==> config.mk <==
export PLATFORM = sky130hd
export DESIGN_NAME = key_sequencer
export DESIGN_NICKNAME = d
export VERILOG_FILES = /design/src/rtl/key_sequencer.sv
export SDC_FILE = /design/constraint.sdc
export NUM_CORES = 1
export LEC_CHECK = 0
export ABC_CLOCK_PERIOD_IN_PS = 2600
export BUFFER_PORTS_ARGS = -buffer_cell sky130_fd_sc_hd__buf_2
export CORE_ASPECT_RATIO = 1.25
export CORE_MARGIN = 1
export CORE_UTILIZATION = 24
export CTS_BUF_LIST = sky130_fd_sc_hd__clkbuf_8 sky130_fd_sc_hd__clkbuf_16
export CTS_CLUSTER_SIZE = 16
export DETAILED_ROUTE_END_ITERATION = 8
export GPL_TIMING_DRIVEN = 0
export PLACE_DENSITY = 0.52
export SLEW_MARGIN = 20
export SYNTH_ARGS = -nofsm -noshare
export SYNTH_HDL_FRONTEND = slang
export SYNTH_SLANG_ARGS = --single-unit
==> constraint.sdc <==
create_clock -name clk -period 2.6 [get_ports clk]
set_input_delay 0.26 -clock clk [delete_from_list [all_inputs] [get_ports clk]]
set_output_delay 0.26 -clock clk [all_outputs]
set_load 0.01 [all_outputs]
==> src/rtl/key_sequencer.sv <==
// key_sequencer: plays a stored digit code MSB-first as one-cycle b0/b1 presses toward the lock FSM.
// Define KEY_SEQUENCER_VERIFY_EN to add the unlock window after the last press and pass/fail reporting.
module key_sequencer #(
    parameter int MAX_LEN     = 8,
    parameter int GAP         = 2,
    parameter int UNLOCK_WAIT = 4
) (
    input  logic               clk,
    input  logic               rst,
    input  logic               start,
    input  logic [MAX_LEN-1:0] code,
    input  logic [3:0]         len,
    input  logic               unlock,
    output logic               b0,
    output logic               b1,
    output logic               busy,
    output logic               done,
    output logic               pass,
    output logic               fail,
    output logic [2:0]         state_o
);

`ifdef KEY_SEQUENCER_VERIFY_EN
    localparam bit VERIFY = 1'b1;
`else
    localparam bit VERIFY = 1'b0;
`endif

    localparam int IDX_W = (MAX_LEN > 1) ? $clog2(MAX_LEN) : 1;
    localparam int GAP_W = (GAP > 1) ? $clog2(GAP + 1) : 1;
    localparam int WIN_W = $clog2(UNLOCK_WAIT + 1);

    typedef enum logic [2:0] {
        S_IDLE  = 3'd0,
        S_PRESS = 3'd1,
        S_GAP   = 3'd2,
        S_WAIT  = 3'd3,
        S_DONE  = 3'd4
    } state_t;

    state_t             state_q;
    logic [MAX_LEN-1:0] code_q;
    logic [IDX_W-1:0]   idx_q;
    logic [GAP_W-1:0]   gap_q;
    logic [WIN_W-1:0]   win_q;
    logic               b0_q, b1_q, busy_q, done_q, pass_q, fail_q;

    logic [IDX_W-1:0]   idx_first_d;
    logic [IDX_W-1:0]   idx_dec_d;
    logic               len_zero_d;
    logic               in_window_d;

    // start is a level request: it is acted on only on an edge where the FSM is
    // in IDLE; in every other state it is ignored, and no handshake back is given.
    always_comb begin
        idx_first_d = '0;
        if (int'(len) >= MAX_LEN)
            idx_first_d = IDX_W'(MAX_LEN - 1);
        else if (len != 4'd0)
            idx_first_d = IDX_W'(len - 4'd1);
    end

    assign len_zero_d  = (len == 4'd0);
    assign idx_dec_d   = idx_q - IDX_W'(1);
    // After the last press the trailing GAP cycles already belong to the unlock window.
    assign in_window_d = VERIFY && (idx_q == '0);

    always_ff @(posedge clk or negedge rst) begin
        if (!rst) begin
            state_q <= S_IDLE;
            code_q  <= '0;
            idx_q   <= '0;
            gap_q   <= '0;
            win_q   <= '0;
            b0_q    <= 1'b0;
            b1_q    <= 1'b0;
            busy_q  <= 1'b0;
            done_q  <= 1'b0;
            pass_q  <= 1'b0;
            fail_q  <= 1'b0;
        end else begin
            b0_q   <= 1'b0;
            b1_q   <= 1'b0;
            done_q <= 1'b0;
            case (state_q)
                S_IDLE: begin
                    if (start) begin
                        code_q <= code;
                        idx_q  <= idx_first_d;
                        pass_q <= 1'b0;
                        fail_q <= 1'b0;
                        if (len_zero_d) begin
                            state_q <= S_DONE;
                            done_q  <= 1'b1;
                            busy_q  <= 1'b0;
                        end else begin
                            state_q <= S_PRESS;
                            busy_q  <= 1'b1;
                            b1_q    <= code[idx_first_d];
                            b0_q    <= ~code[idx_first_d];
                        end
                    end
                end
                S_PRESS: begin
                    state_q <= S_GAP;
                    gap_q   <= GAP_W'(GAP);
                    if (idx_q == '0)
                        win_q <= WIN_W'(UNLOCK_WAIT);
                end
                S_GAP: begin
                    if (in_window_d && unlock) begin
                        pass_q  <= 1'b1;
                        busy_q  <= 1'b0;
                        done_q  <= 1'b1;
                        state_q <= S_DONE;
                    end else if (in_window_d && (win_q == WIN_W'(1))) begin
                        fail_q  <= 1'b1;
                        busy_q  <= 1'b0;
                        done_q  <= 1'b1;
                        state_q <= S_DONE;
                    end else begin
                        if (in_window_d)
                            win_q <= win_q - WIN_W'(1);
                        if (gap_q == GAP_W'(1)) begin
                            if (idx_q == '0) begin
                                if (VERIFY) begin
                                    state_q <= S_WAIT;
                                end else begin
                                    busy_q  <= 1'b0;
                                    done_q  <= 1'b1;
                                    state_q <= S_DONE;
                                end
                            end else begin
                                idx_q   <= idx_dec_d;
                                b1_q    <= code_q[idx_dec_d];
                                b0_q    <= ~code_q[idx_dec_d];
                                state_q <= S_PRESS;
                            end
                        end else begin
                            gap_q <= gap_q - GAP_W'(1);
                        end
                    end
                end
                S_WAIT: begin
                    if (unlock) begin
                        pass_q  <= 1'b1;
                        busy_q  <= 1'b0;
                        done_q  <= 1'b1;
                        state_q <= S_DONE;
                    end else if (win_q == WIN_W'(1)) begin
                        fail_q  <= 1'b1;
                        busy_q  <= 1'b0;
                        done_q  <= 1'b1;
                        state_q <= S_DONE;
                    end else begin
                        win_q <= win_q - WIN_W'(1);
                    end
                end
                S_DONE: begin
                    state_q <= S_IDLE;
                end
                default: begin
                    state_q <= S_IDLE;
                    busy_q  <= 1'b0;
                end
            endcase
        end
    end

    assign b0      = b0_q;
    assign b1      = b1_q;
    assign busy    = busy_q;
    assign done    = done_q;
    assign pass    = pass_q;
    assign fail    = fail_q;
    assign state_o = state_q;

endmodule

==> results of run 1 <==
==> metrics by stage <==
stage	hold slack (ns)	total power [mW]
after floorplan	-0.0356	1.48
after global placement	0.302	1.74
after detailed placement	0.304	1.75
after CTS	0.000348	2.00
after global routing	0.0260	2.15
final	-0.0257	1.97
==> flip-flops by register name, summed over array words and instances (netlist names) <==
signal and flops:
busy 1, b1 1, win_q 3, done 1
gap_q 2, pass 1, b0 1, code_q 8
fail 1, state_o 3, idx_q 3
==> cell families after synthesis <==
family	share of synthesized area, %
compound gates	20.7
fa+ha+maj	4.05
simple gates	15.7
flops	40.5
buf+inv	6.40
mux	11.4
xor+xnor	1.13
==> metal layers <==
metal	track usage, %	wire length [um]	up-vias
met5	0	0	-
met4	5.29	67	0
met3	1.43	110	5
met2	18.0	1640	22
met1	15.7	1640	611
li1	-	-	623
==> report_power, final <==
| part | leakage [nW] | internal [mW] | switching, mW | total (mW) |
|---|---|---|---|---|
| logic | 0.494 | 0.506 | 0.547 | 1.05 |
| clock network | 0.0269 | 0.106 | 0.129 | 0.235 |
| registers | 0.304 | 0.566 | 0.115 | 0.680 |
| total | 0.825 | 1.18 | 0.791 | 1.97 |
==> how the worst max path moves through the flow <==
stage / from / to / slack, ns
detailed placement: idx_q[0]$_DFFE_PN0P_ / win_q[0]$_DFFE_PN0P_ / 0.70
global route: idx_q[0]$_DFFE_PN0P_ / idx_q[0]$_DFFE_PN0P_ / 0.53
finish: idx_q[0]$_DFFE_PN0P_ / win_q[0]$_DFFE_PN0P_ / 0.68
floorplan: idx_q[0]$_DFFE_PN0P_ / idx_q[1]$_DFFE_PN0P_ / 0.97
CTS: idx_q[0]$_DFFE_PN0P_ / win_q[0]$_DFFE_PN0P_ / 0.67
global placement: idx_q[0]$_DFFE_PN0P_ / win_q[0]$_DFFE_PN0P_ / 0.71
==> final cells by class <==
cell class	count	share of cell area, %
Tap cell	85	5.91
Timing Repair Buffer	21	5.84
Sequential cell	25	34.7
Multi-Input combinational cell	109	45.5
Buffer	9	2.99
Clock buffer	3	2.29
Inverter	12	2.50
Clock inverter	1	0.208
==> synthesized netlist by cell type (2+ instances only) <==
master,instances,area [um^2]
sky130_fd_sc_hd__o21ai_0,9,45.0
sky130_fd_sc_hd__nand3b_1,2,15.0
sky130_fd_sc_hd__inv_1,12,45.0
sky130_fd_sc_hd__a22o_1,2,17.5
sky130_fd_sc_hd__nand3_1,2,10.0
sky130_fd_sc_hd__o31ai_1,2,15.0
sky130_fd_sc_hd__a221oi_1,2,17.5
sky130_fd_sc_hd__nand2b_1,2,12.5
sky130_fd_sc_hd__mux2_2,9,101
sky130_fd_sc_hd__mux4_2,2,45.0
sky130_fd_sc_hd__nand4_1,2,12.5
sky130_fd_sc_hd__a32o_1,2,20.0
sky130_fd_sc_hd__ha_1,5,62.6
sky130_fd_sc_hd__nor3_1,4,20.0
sky130_fd_sc_hd__o22ai_1,2,12.5
sky130_fd_sc_hd__mux2i_1,3,30.0
sky130_fd_sc_hd__or2_2,2,12.5
sky130_fd_sc_hd__nor2b_1,3,18.8
sky130_fd_sc_hd__nand2_1,4,15.0
sky130_fd_sc_hd__dfrtp_1,25,626
sky130_fd_sc_hd__nor3b_1,2,15.0
sky130_fd_sc_hd__a21oi_1,11,55.1
sky130_fd_sc_hd__nor2_1,11,41.3
sky130_fd_sc_hd__a21o_1,3,22.5
sky130_fd_sc_hd__buf_2,7,35.0
==> out/results.tsv, run 1 <==
metric	value	unit
outcome	complete, but fails checks	
violations_in_the_final_reports	hold timing	
worst_voltage_drop_across_the_vdd_grid	407	uV
gr-usage-all-layers	11.6	%
grt_max_degree	26	
dieWidth	73.7	um
detail_route.first_pass.iterations	4	
synth_area_per_cell	9.96	um^2
worstSkewPairLatency	0.27	ns
cts-root-buf	sky130_fd_sc_hd__clkbuf_8	
drv.max_cap_violation_count	0	
clk_pin_slew	0.09	ns
min-delay-path-class	input pin to async pin	
dpl-instance-area	0.00176	mm^2
cp_max_fo	6	
final_core_utilization	29.0	%
detailedRoute.firstIterationViolations	30	
timing.final.max_slew_violations	0	
post_cts_hold_buffer_count	0	
path_class	register to register	
port-buffer-count	21	
critPathTopFamily	compound AO/OA/AOI/OAI gates	
static-leakage-power	0.825	nW
area.growth.synth_to_final	16.6	%
antennaDiodeCount	0	
detailroute.via_count	1261	
remaining_drc_errors	0	
synth.yosys.seq_area_share	40.5	%
critical_path_cell_list	inv_1 > ha_1 > nor2b_1 > o21ai_0 > a22o_1	
rr_worst_depth	5	
period_share	73.9	%
cp_data_arrival_time	2.09	ns
timing.critical_path.buf_inv	1	
worstPathRequired	2.77	ns
nNetsFinal	202	
first_pass_grt_wire_length	5960	um
grt_pass1_vias	1230	
dpl.cell_count	261	
antenna_found_initial	0	
tightest_slew	0.585	ns
worst_flop_to_flop_path_startpoint	idx_q[0]$_DFFE_PN0P_	
timing.critical_path.depth	5	
row_count	32	
initial_utilization	24.9	%
cts-resized-gates	0	
worstSetupEndpointType	register	
seqCellArea	626	um^2
layout_setup_ws	0.678	ns
startpoint_type	register	
layout.cell_area.non_filler	0.00180	mm^2
setup_viol	0	
final_antenna_net_count	0	
ys.warnings.count	0	
clockBufferDepth	2	
drt-wirelength-per-cell	13.0	um
mostFrequentLayoutCells	sky130_fd_sc_hd__buf_2, sky130_fd_sc_hd__dfrtp_1, sky130_fd_sc_hd__inv_1, sky130_fd_sc_hd__nor2_1, sky130_fd_sc_hd__a21oi_1	
cts_num_sinks	25	
core_area	0.00621	mm^2
postSynthCellCount	155	
synth_area	0.00154	mm^2
final_hold_viol_count	25	
die_h	91.7	um
detail_route.wirelength	3450	um
clock_buffer_count_from_cts	3	
viasPerCell	4.76	
mappedNetlistNets	176	
final_period_minus_worst_setup_slack	1.92	ns
setup_tns	0	ns
yosys_most_used_dff	sky130_fd_sc_hd__dfrtp_1	
synth-edff-count	0	
final_common_cell	sky130_fd_sc_hd__buf_2	
relative_slew_slack	60.0	%
grt.overflow.total	0	
synth-seq-cells	25	
clock_skew	0.00293	ns
pwr_density_cell	1090	mW/mm^2
critPathMaxStageDelay	0.50	ns
boundaryPins	25	
grt_setup_unrepaired	no	
htree_depth	1	
final.fill_count	674	
final_layout_size_suffix_gt1_share	28.3	%
gp_congestion	0.751	
reg2reg_setup_slack	0.68	ns
hold-worst-slack	-0.0257	ns
multi_input_gate_area_in_the_final_layout	820	um^2
cts_setup_buffers	0	
worst_path_max_delay_cell	sky130_fd_sc_hd__nor2b_1	
instances_no_fill	265	
timing.fmax	520	MHz
clock_tree_from_tritoncts	built	
dieArea	0.00676	mm^2
hpwl	2600	um
capture_point_of_the_worst_reg_to_reg_path	win_q[0]$_DFFE_PN0P_	
dp_worst_setup_slack	0.698	ns
fraction_of_registers_with_async_set_or_reset_after_synthesis	100	%
yosysUniqueCellTypes	50	
Power figures use the tool's default switching activity.
==> inputs of run 2 (changes only) <==
ABC_AREA = 1   (was default)
ABC_CLOCK_PERIOD_IN_PS = 1600   (was 2600)
PLACE_DENSITY = 0.53   (was 0.52)
clock period = 1.6 ns   (was 2.6 ns; I/O delays follow)
==> run 2 against run 1 <==
Against the previous run:
- the run now ends clean
- synthesized area shrank 1.8%
- first-iteration DRC count grew 37%
- register-to-register slack lost 0.56 ns
- clock-buffer cell count is the same
- worst hold slack gained 0.11 ns
- utilization grew 0.79 points
- cell area grew 1.4%
- critical endpoint is now b0$_DFF_PN0_
- wire length shrank 5.7%
- clock power grew 75%
- sequential share of layout area shrank 0.48 points
==> out/results.tsv, run 2 <==
metric	value	unit
grt_pass1_vias	1238	
synth_area	0.00152	mm^2
row_count	32	
drt-wirelength-per-cell	10.6	um
synth-compound-area-share	13.4	%
cts-root-buf	sky130_fd_sc_hd__clkbuf_8	
critPathMaxStageDelay	0.38	ns
drv.max_cap_violation_count	0	
area.growth.synth_to_final	20.4	%
clock_skew	0.0107	ns
synth_area_leaders	sky130_fd_sc_hd__dfrtp_1, sky130_fd_sc_hd__nand2_1, sky130_fd_sc_hd__nand3_1, sky130_fd_sc_hd__inv_1, sky130_fd_sc_hd__ha_1	
cp_data_arrival_time	1.65	ns
detailedRoute.firstIterationViolations	41	
port-buffer-count	24	
remaining_drc_errors	0	
seqCellArea	626	um^2
antennaDiodeCount	0	
worst_path_max_delay_cell	sky130_fd_sc_hd__dfrtp_1	
startpoint_type	register	
cp_common_cell	sky130_fd_sc_hd__nand2_1	
post-synth-top-area-fraction	41.3	%
final_period_minus_worst_setup_slack	1.48	ns
cts_num_sinks	25	
cp_max_fo	5	
largest_register_ffs	8	
yosys_most_used_dff	sky130_fd_sc_hd__dfrtp_1	
multi_input_gate_area_in_the_final_layout	785	um^2
first_pass_grt_wire_length	5470	um
boundaryPins	25	
final_hold_viol_count	0	
combinational_family_with_the_most_area_after_synthesis	simple AND/OR/NAND/NOR gates	
hold-worst-slack	0.0878	ns
final_layout_size_suffix_gt1_share	28.4	%
initial_utilization	24.8	%
worst_voltage_drop_across_the_vdd_grid	524	uV
post-synth-top-count-cell	sky130_fd_sc_hd__nand2_1	
viasPerCell	4.20	
gp_congestion	0.833	
final_antenna_net_count	0	
dieArea	0.00664	mm^2
yosys.area_share.simple	33.0	%
grt_max_degree	26	
gr-usage-all-layers	10.7	%
htree_depth	1	
report.power.total	3.62	mW
hpwl	2470	um
nNetsFinal	244	
instances_no_fill	307	
timing.fmax	674	MHz
synth-xor-area-share	1.16	%
dieWidth	73.1	um
critical_path_cell_list	inv_2 > ha_1 > inv_1 > o21ai_0 > o22ai_1 > nand2_1 > nand3_1 > nand2_1	
worstSetupEndpointType	register	
die_h	90.9	um
clock_tree_from_tritoncts	built	
outcome	finished, final reports clean	
detail_route.first_pass.iterations	4	
detail_route.wirelength	3260	um
mux_cell_area_share_after_synthesis	0	%
top_post_synthesis_cells_by_count	sky130_fd_sc_hd__nand2_1, sky130_fd_sc_hd__dfrtp_1, sky130_fd_sc_hd__inv_1	
clockBufferDepth	2	
clk_pin_slew	0.10	ns
path_class	register to register	
mappedNetlistNets	211	
synth_area_per_cell	7.98	um^2
pwr_density_cell	1980	mW/mm^2
synth.yosys.seq_area_share	41.3	%
dpl.cell_count	299	
clock_buffer_count_from_cts	3	
synth-edff-count	0	
postSynthCellCount	190	
synth_fa_ha_area_share	4.13	%
ys.warnings.count	0	
grt_setup_unrepaired	no	
mostFrequentLayoutCells	sky130_fd_sc_hd__nand2_1, sky130_fd_sc_hd__buf_2, sky130_fd_sc_hd__dfrtp_1, sky130_fd_sc_hd__inv_1, sky130_fd_sc_hd__nand3_1	
max_flop_register	code_q	
setup_viol	0	
tightest_slew	0.586	ns
synth-seq-cells	25	
core_area	0.00613	mm^2
fraction_of_registers_with_async_set_or_reset_after_synthesis	100	%
min-delay-path-class	input pin to register	
timing.final.max_slew_violations	0	
antenna_found_initial	0	
static-leakage-power	0.956	nW
yosysUniqueCellTypes	27	
worstSkewPairLatency	0.28	ns
grt.overflow.total	0	
synth_top_cell_by_area	sky130_fd_sc_hd__dfrtp_1	
period_share	92.7	%
worstPathRequired	1.77	ns
detailroute.via_count	1288	
final_common_cell	sky130_fd_sc_hd__nand2_1	
relative_slew_slack	60.9	%
final.fill_count	676	
run 2: cell types whose count changed after synthesis, sizes merged, moves of 3 or more:
cell   change
nand2     +63
nand3     +14
inv       +12
mux2       -9
o21ai      +8
a21oi      -7
buf        -7
nor2       +5
nor3       -4
a21o       -3
mux2i      -3
nor2b      -3
run 2: report_power, final:
| group | internal [mW] | total [mW] | switching [mW] |
|---|---|---|---|
| combinational | 0.808 | 2.10 | 1.29 |
| sequential | 0.933 | 1.11 | 0.176 |
| clock | 0.183 | 0.412 | 0.229 |
| total | 1.92 | 3.62 | 1.70 |
run 2: what timing repair did:
action,4_1_cts,5_1_grt
hold buffers,1,0
hold endpoints to repair,25,0
resized for setup,1,1
setup endpoints to repair,6,4
buffers inserted,1,2
run 2: worst paths after layout:
check | from | end | slack (ns) | cells past startpoint
worst max register to register | idx_q[0]$_DFFE_PN0P_ | b0$_DFF_PN0_ | 0.12 | 8
worst min-delay path | code[4] | code_q[4]$_DFFE_PN0P_ | 0.09 | 3
max in group asynchronous | rst | gap_q[0]$_DFFE_PN0P_ | 0.80 | 2
min in group asynchronous | rst | win_q[2]$_DFFE_PN0P_ | 0.40 | 2
worst max-delay path | idx_q[0]$_DFFE_PN0P_ | b0$_DFF_PN0_ | 0.12 | 8
worst min register to register | code_q[2]$_DFFE_PN0P_ | code_q[2]$_DFFE_PN0P_ | 0.48 | 2
run 2: worst max-delay path: cells and delay by family (launching register included):
kind                       cells  cell delay, ns
adders and majority gates      1            0.32
DFF                            1            0.38
and+or+nand+nor                3            0.26
buffers and inverters          2            0.18
AOI/OAI and AO/OA              2            0.24
run 2: metrics by stage:
step	utilization, %	setup slack [ns]	TNS (ns)	area [um^2]
6_report	29.8	0.117	0	1830
5_1_grt	29.8	0.00268	0	1830
4_1_cts	29.6	0.0410	0	1810
3_5_place_dp	28.5	-0.0469	-0.124	1740
3_3_place_gp	28.5	-0.0519	-0.126	1740
2_1_floorplan	-	0.0857	0	1520
run 2: logic make-up (layout without fill, tap and decap cells):
kind of cell | count (synthesis) | count (layout)
AND/OR/NAND/NOR | 102 | 102
AO/OA/AOI/OAI | 30 | 30
buffers and inverters | 26 | 58
flip-flops | 25 | 25
adder cells (fa/ha/maj) | 5 | 5
XOR/XNOR | 2 | 2
run 2: layer usage:
layer | GRT usage [%] | routed length, um
met5 | 0 | 0
met4 | 5.39 | 70
met3 | 1.45 | 109
met2 | 18.6 | 1490
met1 | 12.6 | 1580
run 2: layout make-up:
| type | instances | area share [%] |
|---|---|---|
| Clock inverter | 1 | 0.480 |
| Sequential cell | 25 | 34.3 |
| Buffer | 2 | 0.891 |
| Inverter | 24 | 4.93 |
| Timing Repair Buffer | 28 | 8.36 |
| Tap cell | 85 | 5.83 |
| Clock buffer | 3 | 2.26 |
| Multi-Input combinational cell | 139 | 43.0 |
==> inputs of run 3 (changes only) <==
CORE_UTILIZATION = 50   (was 24)
PLACE_DENSITY = 0.86   (was 0.53)
==> run 3 against run 2 <==
Against the previous run:
- fmax down 1.6%
- clock-buffer cell count unchanged
- global-route usage up 10 points
- utilization up 31 points
- clock power down 11%
- combinational power up 2%
- die area down 51%
- largest cell class unchanged
- largest power group unchanged
- highest routed layer unchanged
==> out/results.tsv, run 3 (synthesis gave the netlist of run 2 again) <==
metric	value	unit
antennaDiodeCount	0	
final_hold_viol_count	0	
p_int	1.93	mW
layout_setup_ws	0.0929	ns
worst_path_max_delay_cell	sky130_fd_sc_hd__dfrtp_1	
worst_voltage_drop_across_the_vdd_grid	1080	uV
clock_buffer_count_from_cts	3	
port-buffer-count	24	
hpwl	2320	um
detailedRoute.firstIterationViolations	23	
mostFrequentLayoutCells	sky130_fd_sc_hd__nand2_1, sky130_fd_sc_hd__buf_2, sky130_fd_sc_hd__dfrtp_1, sky130_fd_sc_hd__inv_1, sky130_fd_sc_hd__nand3_1	
switching_share	46.7	%
detail_route.first_pass.iterations	4	
nNetsFinal	245	
report.power.total	3.62	mW
viasPerCell	5.14	
grt_setup_unrepaired	no	
die_h	63.6	um
met2RoutedLength	1620	um
final_antenna_net_count	0	
critPathTopFamily	flip-flops	
power.combinational.fraction	59.3	%
period_share	94.2	%
htree_depth	1	
hold-worst-slack	0.109	ns
timing.final.max_slew_violations	0	
capture_point_of_the_worst_reg_to_reg_path	b0$_DFF_PN0_	
first_pass_grt_wire_length	5250	um
dp_worst_setup_slack	-0.0441	ns
outcome	finished, final reports clean	
initial_utilization	52.0	%
final_period_minus_worst_setup_slack	1.51	ns
hold-path-endpoint	code_q[3]$_DFFE_PN0P_	
cp_common_cell	sky130_fd_sc_hd__nand2_1	
dieArea	0.00326	mm^2
timing.fmax	664	MHz
cp_max_fo	4	
boundaryPins	25	
area.growth.synth_to_final	16.5	%
sequential_power_share	30.6	%
clk_pin_slew	0.09	ns
rr_worst_depth	8	
path_class	register to register	
worstSetupEndpointType	register	
setup_viol	0	
drt-wirelength-per-cell	11.7	um
clock_power_share	10.1	%
gr-usage-all-layers	21.1	%
reg2reg_setup_slack	0.09	ns
switchingPower	1.69	mW
topRoutingLayerUsed	met4	
pwr_density_cell	2050	mW/mm^2
routed-wl-met3	90	um
worstPathRequired	1.77	ns
worstSkewPairLatency	0.27	ns
detailroute.via_count	1331	
row_count	22	
clock_tree_from_tritoncts	built	
dpl-instance-area	0.00168	mm^2
core_area	0.00292	mm^2
clockBufferDepth	2	
worst_hold_startpoint	code[3]	
drv.max_cap_violation_count	0	
relative_slew_slack	63.1	%
drt-met1-wl	1250	um
grt_max_degree	26	
detail_route.wirelength	3030	um
grt_pass1_vias	1283	
clock_skew	0.00842	ns
cts_num_sinks	25	
largest_register_ffs	8	
cts-root-buf	sky130_fd_sc_hd__clkbuf_8	
min-delay-path-class	input pin to register	
antenna_found_initial	0	
tightest_slew	0.554	ns
timing.critical_path.buf_inv	2	
static-leakage-power	0.962	nW
final_layout_size_suffix_gt1_share	28.3	%
dieWidth	51.3	um
layout.cell_area.non_filler	0.00177	mm^2
startpoint_type	register	
timing.hold.worst_path_depth	3	
final_common_cell	sky130_fd_sc_hd__nand2_1	
gp_congestion	0.787	
critical_path_cell_list	inv_2 > ha_1 > inv_1 > o21ai_0 > o22ai_1 > nand2_1 > nand3_1 > nand2_1	
cp_data_arrival_time	1.68	ns
remaining_drc_errors	0	
worst_flop_to_flop_path_startpoint	idx_q[0]$_DFFE_PN0P_	
grt.overflow.total	0	
max_flop_register	code_q	
critPathMaxStageDelay	0.38	ns
==> run 3: power groups by stage <==
| stage | Clock [mW] | Sequential [mW] | Combinational [mW] |
|---|---|---|---|
| 3_3_place_gp | 0 | 1.12 | 1.99 |
| 6_report | 0.367 | 1.11 | 2.15 |
| 5_1_grt | 0.395 | 1.14 | 2.41 |
| 4_1_cts | 0.371 | 1.11 | 2.09 |
| 3_5_place_dp | 0 | 1.13 | 2.05 |
| 2_1_floorplan | 0 | 1.15 | 1.57 |
==> run 3: through the flow <==
step           utilization [%]  TNS [ns]  cells
2_1_floorplan                -         0    190
3_5_place_dp              57.6    -0.145    250
6_report                  60.5         0    259
5_1_grt                   60.5         0    259
3_3_place_gp              57.6   -0.0819    250
4_1_cts                   59.8         0    256
==> run 3: what timing repair did <==
item,4_1_cts,5_1_grt
buffers inserted,1,3
resized for setup,1,1
endpoints found under the hold margin,25,0
setup endpoints to repair,5,5
hold buffers,1,0
==> run 3: cell type report <==
type	count	area, um^2
clock inverter	1	3.75
timing repair buffer	29	160
sequential	25	626
buffer	2	16.3
multi-input combinational	139	785
tap	36	45.0
inverter	24	90.1
fill	281	1150
clock buffer	3	41.3
==> run 3: per-layer routing <==
metal	global-route usage (%)	vias to the layer above
met3	1.69	7
li1	-	678
met4	9.80	0
met5	0	-
met1	23.6	609
met2	39.0	37
==> run 3: worst register-to-register path, delay by kind of cell, from the launching register on <==
kind                     cells  cell delay, ns
AO/OA/AOI/OAI                2            0.26
adder cells (fa/ha/maj)      1            0.33
buffers and inverters        2            0.19
flip-flops                   1            0.38
AND/OR/NAND/NOR              3            0.25
==> run 3: worst max path at each step <==
stage / slack (ns) / start / endpoint / cells past startpoint
after global placement: -0.03 / idx_q[0]$_DFFE_PN0P_ / idx_q[1]$_DFFE_PN0P_ / 10
after global routing: 0.002 / idx_q[0]$_DFFE_PN0P_ / b0$_DFF_PN0_ / 8
after floorplan: 0.09 / idx_q[0]$_DFFE_PN0P_ / idx_q[1]$_DFFE_PN0P_ / 10
final: 0.09 / idx_q[0]$_DFFE_PN0P_ / b0$_DFF_PN0_ / 8
after detailed placement: -0.04 / idx_q[0]$_DFFE_PN0P_ / b0$_DFF_PN0_ / 8
after CTS: 0.05 / idx_q[0]$_DFFE_PN0P_ / b0$_DFF_PN0_ / 8
